## src/rtl/apb_master_bridge.sv

```systemverilog
// Single-initiator APB master: decodes one CPU request into SETUP/ACCESS on the selected slave lane.
// Optional ACCESS-phase timeout abort is built when APB_MASTER_TIMEOUT_EN is defined.
module apb_master_bridge #(
    parameter int unsigned NUM_SLV     = 4,
    parameter logic [31:0] BASE_ADDR   = 32'h1000_0000,
    parameter logic [15:0] TIMEOUT_CYC = 16'd255
) (
    input  logic                   PCLK,
    input  logic                   PRESETn,
    input  logic                   transfer,
    input  logic                   write,
    input  logic [31:0]            addr,
    input  logic [31:0]            wdata,
    output logic [31:0]            rdata,
    output logic                   ready,
    output logic                   err,
    output logic                   busy,
    output logic [11:0]            PADDR,
    output logic [31:0]            PWDATA,
    output logic                   PWRITE,
    output logic                   PENABLE,
    output logic [NUM_SLV-1:0]     PSEL,
    input  logic [32*NUM_SLV-1:0]  PRDATA,
    input  logic [NUM_SLV-1:0]     PREADY
);

    typedef enum logic [1:0] {IDLE, SETUP, ACCESS} state_e;

    state_e               state_q;
    logic [31:0]          rdata_q;
    logic                 ready_q;
    logic                 err_q;
    logic [11:0]          paddr_q;
    logic [31:0]          pwdata_q;
    logic                 pwrite_q;
    logic                 penable_q;
    logic [NUM_SLV-1:0]   psel_q;

    logic                 hit;
    logic                 pready_sel;
    logic                 tmo_hit;
    logic [31:0]          prdata_sel;

    assign hit = (addr[31:12] == BASE_ADDR[31:12]) && !addr[11] &&
                 ({29'd0, addr[10:8]} < NUM_SLV);

    // PSEL is one-hot, so masking with it selects exactly the addressed lane.
    assign pready_sel = |(PREADY & psel_q);

    always_comb begin
        prdata_sel = '0;
        for (int i = 0; i < int'(NUM_SLV); i++) begin
            if (psel_q[i]) prdata_sel = prdata_sel | PRDATA[32*i +: 32];
        end
    end

`ifdef APB_MASTER_TIMEOUT_EN
    logic [15:0] tmo_q;
    logic [15:0] tmo_d;
    assign tmo_d   = tmo_q + 16'd1;
    assign tmo_hit = (tmo_d >= TIMEOUT_CYC);
`else
    localparam logic [15:0] tmo_unused = TIMEOUT_CYC;
    assign tmo_hit = 1'b0;
`endif

    always_ff @(posedge PCLK or negedge PRESETn) begin
        if (!PRESETn) begin
            state_q   <= IDLE;
            rdata_q   <= '0;
            ready_q   <= 1'b0;
            err_q     <= 1'b0;
            paddr_q   <= '0;
            pwdata_q  <= '0;
            pwrite_q  <= 1'b0;
            penable_q <= 1'b0;
            psel_q    <= '0;
`ifdef APB_MASTER_TIMEOUT_EN
            tmo_q     <= '0;
`endif
        end else begin
            ready_q <= 1'b0;
            err_q   <= 1'b0;
            case (state_q)
                IDLE: begin
                    if (transfer) begin
                        paddr_q  <= addr[11:0];
                        pwdata_q <= wdata;
                        pwrite_q <= write;
                        if (hit) begin
                            psel_q  <= NUM_SLV'(1) << addr[10:8];
                            state_q <= SETUP;
                        end else begin
                            // Undecodable: complete locally, no APB activity.
                            rdata_q <= '0;
                            ready_q <= 1'b1;
                            err_q   <= 1'b1;
                        end
                    end
                end
                SETUP: begin
                    penable_q <= 1'b1;
                    state_q   <= ACCESS;
`ifdef APB_MASTER_TIMEOUT_EN
                    tmo_q     <= '0;
`endif
                end
                ACCESS: begin
                    if (pready_sel) begin
                        rdata_q   <= pwrite_q ? 32'h0 : prdata_sel;
                        ready_q   <= 1'b1;
                        psel_q    <= '0;
                        penable_q <= 1'b0;
                        state_q   <= IDLE;
                    end else if (tmo_hit) begin
                        rdata_q   <= '0;
                        ready_q   <= 1'b1;
                        err_q     <= 1'b1;
                        psel_q    <= '0;
                        penable_q <= 1'b0;
                        state_q   <= IDLE;
                    end else begin
`ifdef APB_MASTER_TIMEOUT_EN
                        tmo_q <= tmo_d;
`endif
                    end
                end
                default: state_q <= IDLE;
            endcase
        end
    end

    assign rdata   = rdata_q;
    assign ready   = ready_q;
    assign err     = err_q;
    assign busy    = (state_q != IDLE);
    assign PADDR   = paddr_q;
    assign PWDATA  = pwdata_q;
    assign PWRITE  = pwrite_q;
    assign PENABLE = penable_q;
    assign PSEL    = psel_q;

endmodule
```

## config.mk

```make
export PLATFORM = sky130hd
export DESIGN_NAME = apb_master_bridge
export DESIGN_NICKNAME = d
export VERILOG_FILES = /design/src/rtl/apb_master_bridge.sv
export SDC_FILE = /design/constraint.sdc
export NUM_CORES = 1
export LEC_CHECK = 0
export BUFFER_PORTS_ARGS = -buffer_cell sky130_fd_sc_hd__buf_2
export CAP_MARGIN = 40
export CORE_ASPECT_RATIO = 0.7
export CORE_UTILIZATION = 37
export DETAILED_ROUTE_END_ITERATION = 8
export GPL_ROUTABILITY_DRIVEN = 0
export MAX_ROUTING_LAYER = met4
export PLACE_DENSITY = 0.79
export SLEW_MARGIN = 10
export SYNTH_ARGS = -nofsm -noshare
export SYNTH_HDL_FRONTEND = slang
export SYNTH_SLANG_ARGS = --single-unit
```

## constraint.sdc

```tcl
create_clock -name PCLK -period 1.95 [get_ports PCLK]
set_clock_uncertainty 0.15 [all_clocks]
set_input_delay 0.39 -clock PCLK [delete_from_list [all_inputs] [get_ports PCLK]]
set_output_delay 0.39 -clock PCLK [all_outputs]
set_load 0.03 [all_outputs]
```

==> impl_summary.log, run 1 <==
INFO  metric outcome = complete, no violations
INFO  metric synth.top_cells.by_area = sky130_fd_sc_hd__dfrtp_1 53%, sky130_fd_sc_hd__nand2_1 13%, sky130_fd_sc_hd__a22oi_1 12%
INFO  metric hold_violations = 0
INFO  metric clock_path_buffers = 2
INFO  metric core_region_area = roughly 11000 µm²
INFO  metric fmax = 523 MHz
INFO  metric hold_path_depth = 3
INFO  metric cp_data_arrival_time = between 1000 and 1500 ps
INFO  metric final_min_period_over_clock_period = 0.980
INFO  metric routed-via-count = about 4200
INFO  metric antenna_found_initial = 0
INFO  metric synth_fa_ha_area_frac = 0
INFO  metric drt_drc = 0
INFO  metric holdCritStartpoint = addr[5]
INFO  metric min_period = around 1900 ps
INFO  metric dieHeight = between 80 and 90 µm
INFO  metric timing.hold.worst.class = input pin to flip-flop
INFO  metric grt.total_usage = 0.224
INFO  metric cts.repair_timing.setup_buffer_count = 0
INFO  metric grt.met1_usage = 0.271
INFO  metric port-buffer-count = ~280
INFO  metric die_width = approximately 130 µm
INFO  metric synthCells = ~420
INFO  metric routed_wl = about 13 mm
INFO  metric dp_hpwl = 9.37 mm
INFO  metric syn_nets = 619
INFO  metric synth_cell_types = 26
INFO  metric cts_root_buffer = sky130_fd_sc_hd__clkbuf_16
INFO  metric antenna_cells = 0
INFO  metric dp.cells = ~840
INFO  metric initial_utilization = 0.387
INFO  metric relSlewSlack = 0.694
INFO  metric netlist.top_cell.by_area = sky130_fd_sc_hd__dfrtp_1
INFO  metric cts_made_buffers = 9
INFO  metric r2r.worst_path.cells = 6
INFO  metric antenna_violating_nets_post_route = 0
INFO  metric setup.reg_to_reg.worst_slack = approximately 50 ps
INFO  metric regToRegEndpoint = rdata[2]
INFO  metric global_route.overflow_total = 0
INFO  metric critical_path_launch_point_type = flip-flop
INFO  metric critical_path.max_fanout = 5
INFO  metric timing.hold.ws = 88.9 ps
INFO  metric yosysTopAreaCellShare = 0.529
INFO  metric tritoncts_clock_tree = done
INFO  metric min_to = PADDR[5]
INFO  metric insertion_delay_to_the_later_sink_of_the_worst_skew_pair = around 330 ps
INFO  metric dominant_combinational_cell_family_by_area_after_synthesis = compound AO/OA/AOI/OAI gates
INFO  metric global_route.usage.met3 = 0.0476
INFO  metric wl_per_cell = about 15 µm
INFO  metric postSynthAreaPerCell = between 9 and 10 µm²
INFO  metric totalPowerFinal = between 4 and 5 mW
INFO  metric multi_input_area = ~1900 µm²
INFO  metric grt_pass1_wl = between 15 and 20 mm
INFO  metric endpoint_kind = primary output
INFO  metric ioPinCount = about 290
INFO  metric grt_most_used_layer = met2
INFO  metric sequential_to_total_area_share_from_yosys_stat = 0.529
INFO  metric synth_xor_area_frac = 0
INFO  metric vias_per_cell = 4.96
INFO  metric sequential_cell_area = between 2000 and 2500 µm²
INFO  metric synthMuxAreaShare = 0.0997
INFO  metric initialDrtViolationCount = between 150 and 200
INFO  metric first_global_vias = 4103
INFO  metric ctsHtreeMaxLevel = 3
INFO  metric floorplan.rows = 31
INFO  metric power_density = about 670 nW/µm²
INFO  metric cap_viol_max_count = 0
INFO  metric placed_cell_area = roughly 5800 µm²
INFO  metric final_cell_area = approximately 6100 µm²
INFO  metric clkSinkCount = 86
INFO  metric nFillCells = 937
INFO  metric crit-reg2reg-launch = state_q[1]
INFO  metric number_of_slew_limit_violations_in_the_final_report = 0
INFO  metric clk_transition_reported_paths = around 70 ps
INFO  metric worstSetupPathType = flip-flop to primary output
INFO  metric vdd.ir_drop.worst = between 0.3 and 0.4 mV
INFO  metric worstPathRequired = between 1000 and 1500 ps
INFO  metric area_fraction_in_and_or_nand_and_nor_cells_after_synthesis = 0.160
INFO  metric finalNonFillerCells = about 850
INFO  metric maximum_number_of_pins_on_one_net_before_global_route_repair = 87
INFO  metric ys_warn_count = 0
INFO  metric setup_viol = 0
INFO  metric synth_compound_gate_area_share = 0.175
INFO  metric drt_pass1_iterations = 4
INFO  metric drive_above_1_share = 0.523
INFO  metric postSynthRegisterBits = 86
INFO  metric area_growth_syn_to_layout = 50.7%
INFO  metric fp.dieArea = between 10000 and 15000 µm²
INFO  metric groute.layer.met2.usage = 0.383
INFO  metric final_net_count = 901
INFO  metric worstMarginPinSlew = ~460 ps
INFO  metric synth.cell_area = 4070 µm²
INFO  metric leakage = 3.38 nW
## cell families after synthesis
family | count (synthesis)
flops | 86
compound gates | 105
buf+inv | 34
mux | 36
simple gates | 158
## worst max-delay path, stage by stage, from the launching register on
cell	delay (ps)
sky130_fd_sc_hd__dfrtp_1	400
sky130_fd_sc_hd__buf_4	150
sky130_fd_sc_hd__or2_2	330
sky130_fd_sc_hd__buf_6	150
## report_power, final
group          switching, mW  leakage [nW]  total [mW]  internal, mW
clock                  0.751         0.151        1.78          1.02
combinational          0.264          2.09       0.474         0.209
sequential            0.0248          1.14        1.86          1.83
total                   1.04          3.38        4.10          3.06
## per-stage QoR
step                setup WS (ps)  setup TNS, ps   util
global route                -20.0           -159  0.583
detailed placement           -406         -13340  0.550
CTS                          3.71              0  0.582
global placement             -276          -9540  0.550
finish                       39.1              0  0.583
floorplan                    -118          -3580      -
## flip-flops by register name, indices dropped and copies added, names as in the netlist
signal	flops
PWDATA	32
rdata	32
PADDR	12
PSEL	4
state_q	2
PENABLE	1
PWRITE	1
err	1
ready	1
## worst max-delay path by stage
| stage | depth (start not counted) | start | to |
|---|---|---|---|
| after global placement | 7 | addr[16] | rdata[25] |
| after CTS | 3 | state_q[1] | busy |
| after floorplan | 5 | addr[14] | rdata[18] |
| final | 3 | state_q[1] | busy |
| after detailed placement | 7 | addr[16] | rdata[31] |
| after global routing | 6 | addr[14] | rdata[6] |
## cell usage in the layout (no fill, tap or decap), types with 4 or more instances in the layout
cell and n:
sky130_fd_sc_hd__dfrtp_1 82, sky130_fd_sc_hd__buf_4 13, sky130_fd_sc_hd__mux2_2 34, sky130_fd_sc_hd__clkbuf_16 9, sky130_fd_sc_hd__nand2_1 137, sky130_fd_sc_hd__a21oi_1 33, sky130_fd_sc_hd__dfrtp_2 4, sky130_fd_sc_hd__buf_2 282
sky130_fd_sc_hd__a22oi_1 64
## cells in the mapped netlist
cell / n
sky130_fd_sc_hd__nand2b_1: 2
sky130_fd_sc_hd__and4b_1: 1
sky130_fd_sc_hd__nand4_1: 1
sky130_fd_sc_hd__nor3_1: 1
sky130_fd_sc_hd__a21o_1: 1
sky130_fd_sc_hd__mux2_2: 35
sky130_fd_sc_hd__or3b_2: 1
sky130_fd_sc_hd__o31ai_1: 1
sky130_fd_sc_hd__nor2_1: 3
sky130_fd_sc_hd__clkbuf_1: 27
sky130_fd_sc_hd__nor2b_1: 1
sky130_fd_sc_hd__a211oi_4: 1
sky130_fd_sc_hd__dfrtp_1: 86
sky130_fd_sc_hd__nor4_1: 5
sky130_fd_sc_hd__nor4b_1: 3
sky130_fd_sc_hd__o21ai_0: 2
sky130_fd_sc_hd__or2_2: 1
sky130_fd_sc_hd__a22oi_1: 66
sky130_fd_sc_hd__nand2_1: 137
sky130_fd_sc_hd__nand3_1: 1
sky130_fd_sc_hd__inv_1: 3
sky130_fd_sc_hd__buf_1: 1
sky130_fd_sc_hd__mux2_1: 1
sky130_fd_sc_hd__nor2_2: 1
sky130_fd_sc_hd__buf_6: 3
sky130_fd_sc_hd__a21oi_1: 34
## area by class of cell
cell class / instances / area share
clock inverter: 7 / 0.0141
timing repair buffer: 302 / 0.263
tap: 148 / 0.0302
sequential: 86 / 0.352
multi-input combinational: 299 / 0.302
inverter: 3 / 0.00184
clock buffer: 9 / 0.0367
## metal layers
layer | vias to the layer above | wire length (µm) | share of wire
met5 | - | 0 | 0
met4 | 0 | 108 | 0.0085
met3 | 11 | 870 | 0.069
met2 | 181 | 6370 | 0.50
met1 | 2015 | 5320 | 0.42
li1 | 2033 | - | -
## repair_timing
action / in CTS / in global routing
setup endpoints to repair: 34 / 3
hold buffers: 1 / 0
endpoints found under the hold margin: 86 / 0
resized for setup: 5 / 3
Note: power is estimated with default switching activity, not from simulation.
==> run 2, diff against run 1 <==
--- a/config.mk
+++ b/config.mk
@@ -8,11 +8,12 @@
 export BUFFER_PORTS_ARGS = -buffer_cell sky130_fd_sc_hd__buf_2
 export CAP_MARGIN = 40
 export CORE_ASPECT_RATIO = 0.7
-export CORE_UTILIZATION = 37
+export CORE_MARGIN = 5
+export CORE_UTILIZATION = 30
 export DETAILED_ROUTE_END_ITERATION = 8
 export GPL_ROUTABILITY_DRIVEN = 0
 export MAX_ROUTING_LAYER = met4
-export PLACE_DENSITY = 0.79
+export PLACE_DENSITY = 0.67
 export SLEW_MARGIN = 10
 export SYNTH_ARGS = -nofsm -noshare
 export SYNTH_HDL_FRONTEND = slang
==> impl_summary.log, run 2 (synthesized netlist as in run 1, its figures left out) <==
INFO  metric global_route.overflow_total = 0
INFO  metric fp.dieArea = ~16000 µm²
INFO  metric critical_path.cell_chain = buf_2, nor4b_4, nand4_1, a211oi_4, buf_12, clkbuf_16, mux2_4
INFO  metric worst_path_dominant_cell_family = simple AND/OR/NAND/NOR gates
INFO  metric multi_input_area = just under 2000 µm²
INFO  metric clock_path_buffers = 2
INFO  metric clk_transition_reported_paths = roughly 70 ps
INFO  metric dp_hpwl = around 11 mm
INFO  metric clkPwrFrac = 0.443
INFO  metric detailedPlace.worstSlack = -361 ps
INFO  metric finalNonFillerCells = 898
INFO  metric initial_utilization = 0.308
INFO  metric vias_per_cell = 4.74
INFO  metric drive_above_1_share = 0.529
INFO  metric cp_data_arrival_time = roughly 2000 ps
INFO  metric endpoint_kind = flip-flop
INFO  metric floorplan.rows = 35
INFO  metric timing.hold.worst.class = input pin to flip-flop
INFO  metric dieHeight = between 100 and 150 µm
INFO  metric setup_viol = 2
INFO  metric clkSinkCount = between 80 and 90
INFO  metric die_width = 149 µm
INFO  metric hold_violations = 0
INFO  metric ioPinCount = roughly 290
INFO  metric crit_buf_inv = 3
INFO  metric area_growth_syn_to_layout = 58.1%
INFO  metric antenna_cells = 0
INFO  metric wl_per_cell = about 16 µm
INFO  metric critical_path_launch_point_type = input pin
INFO  metric routed_wl = between 10 and 15 mm
INFO  metric pwr-share-seq = 0.443
INFO  metric layout.cells.most_common = sky130_fd_sc_hd__buf_2
INFO  metric first_global_vias = approximately 4100
INFO  metric mostFrequentLayoutCells = 282 x sky130_fd_sc_hd__buf_2, 137 x sky130_fd_sc_hd__nand2_1, 82 x sky130_fd_sc_hd__dfrtp_1
INFO  metric power_switching = about 1.0 mW
INFO  metric critical_path.max_fanout = 8
INFO  metric critical_path.slowest_cell = sky130_fd_sc_hd__a211oi_4
INFO  metric share_comb_of_total_power = 0.114
INFO  metric power_switching_share = 0.241
INFO  metric cts_made_buffers = 9
INFO  metric setup_repair_after_global_routing_missed_its_margin = yes
INFO  metric worstMarginPinSlew = 485 ps
INFO  metric final_net_count = roughly 910
INFO  metric dp.cells = 877
INFO  metric cap_viol_max_count = 0
INFO  metric drt_pass1_iterations = 4
INFO  metric grt_pass1_wl = ~21 mm
INFO  metric relSlewSlack = 0.676
INFO  metric ctsHtreeMaxLevel = 3
INFO  metric antenna_violating_nets_post_route = 0
INFO  metric failed_checks = setup timing
INFO  metric placed_cell_area = just under 6000 µm²
INFO  metric worstPathRequired = around 2000 ps
INFO  metric cp_slowest_stage_delay = ~350 ps
INFO  metric final_min_period_over_clock_period = 1.00
INFO  metric grt.total_usage = 0.169
INFO  metric setup-tns-final = -7.59 ps
INFO  metric outcome = complete, but fails checks
INFO  metric maximum_number_of_pins_on_one_net_before_global_route_repair = 87
INFO  metric worstSetupPathType = input pin to flip-flop
INFO  metric routed-via-count = approximately 4300
INFO  metric drt_drc = 0
INFO  metric sequential_cell_area = 2160 µm²
INFO  metric fmax = 511 MHz
INFO  metric final_cell_area = around 6400 µm²
INFO  metric nFillCells = approximately 1300
INFO  metric number_of_slew_limit_violations_in_the_final_report = 0
INFO  metric initialDrtViolationCount = about 190
INFO  metric vdd.ir_drop.worst = approximately 0.36 mV
INFO  metric port-buffer-count = 284
INFO  metric p_int = ~3.2 mW
INFO  metric leakage = ~3.5 nW
INFO  metric cts_root_buffer = sky130_fd_sc_hd__clkbuf_16
INFO  metric min_period = between 1500 and 2000 ps
INFO  metric core_region_area = roughly 13000 µm²
INFO  metric layout_setup_ws = -6.02 ps
INFO  metric antenna_found_initial = 0
INFO  metric power_density = 651 nW/µm²
INFO  metric tritoncts_clock_tree = done
INFO  metric timing.hold.ws = between 90 and 100 ps
INFO  metric insertion_delay_to_the_later_sink_of_the_worst_skew_pair = 330 ps
run 2: tightest hold or removal path, cell delays in order:
cell and delay [ps]:
sky130_fd_sc_hd__buf_2 70, sky130_fd_sc_hd__nand2_1 40, sky130_fd_sc_hd__nand2_1 40
run 2: final cells by class:
class                           count  share of cell area
Clock inverter                      6              0.0148
Clock buffer                       10              0.0356
Multi-Input combinational cell    299               0.306
Inverter                            3             0.00175
Timing Repair Buffer              309               0.271
Tap cell                          185              0.0360
Sequential cell                    86               0.335
run 2: repair_timing:
| item | in CTS | in global routing |
|---|---|---|
| pin swaps | 0 | 6 |
| hold buffers | 1 | 0 |
| cloned | 0 | 3 |
| setup buffers | 0 | 2 |
| setup endpoints to repair | 36 | 55 |
| endpoints found under the hold margin | 86 | 0 |
| resized for setup | 2 | 37 |
run 2: power by group through the flow:
stage	Sequential [mW]	Clock [mW]	Combinational, mW
after detailed placement	1.89	0	0.475
after global placement	1.89	0	0.470
after CTS	1.85	1.91	0.477
final	1.85	1.85	0.478
after floorplan	1.99	0	0.0528
after global routing	1.86	1.98	0.521
run 2: metal layers:
layer,global-route usage,up-vias,share of wire
met2,0.267,181,0.47
met4,0.0359,0,0.0087
met5,-,-,0
met1,0.229,2018,0.45
met3,0.0324,10,0.068
li1,-,2047,-
run 2: final timing paths:
kind                       startpoint  slack [ps]         end  cells past startpoint
max in group asynchronous     PRESETn         770     PSEL[2]                      3
hold reg to reg             PADDR[10]         320   PADDR[10]                      2
setup reg to reg           state_q[0]           0   rdata[23]                      6
setup / recovery             addr[31]          -6   rdata[23]                      7
hold / removal              wdata[22]          90  PWDATA[22]                      3
min in group asynchronous     PRESETn         490  PWDATA[14]                      3
run 2: per-stage QoR:
step / util / total power [mW]
after floorplan: - / 2.04
after global placement: 0.442 / 2.36
after detailed placement: 0.442 / 2.36
after CTS: 0.468 / 4.24
after global routing: 0.486 / 4.36
final: 0.486 / 4.19
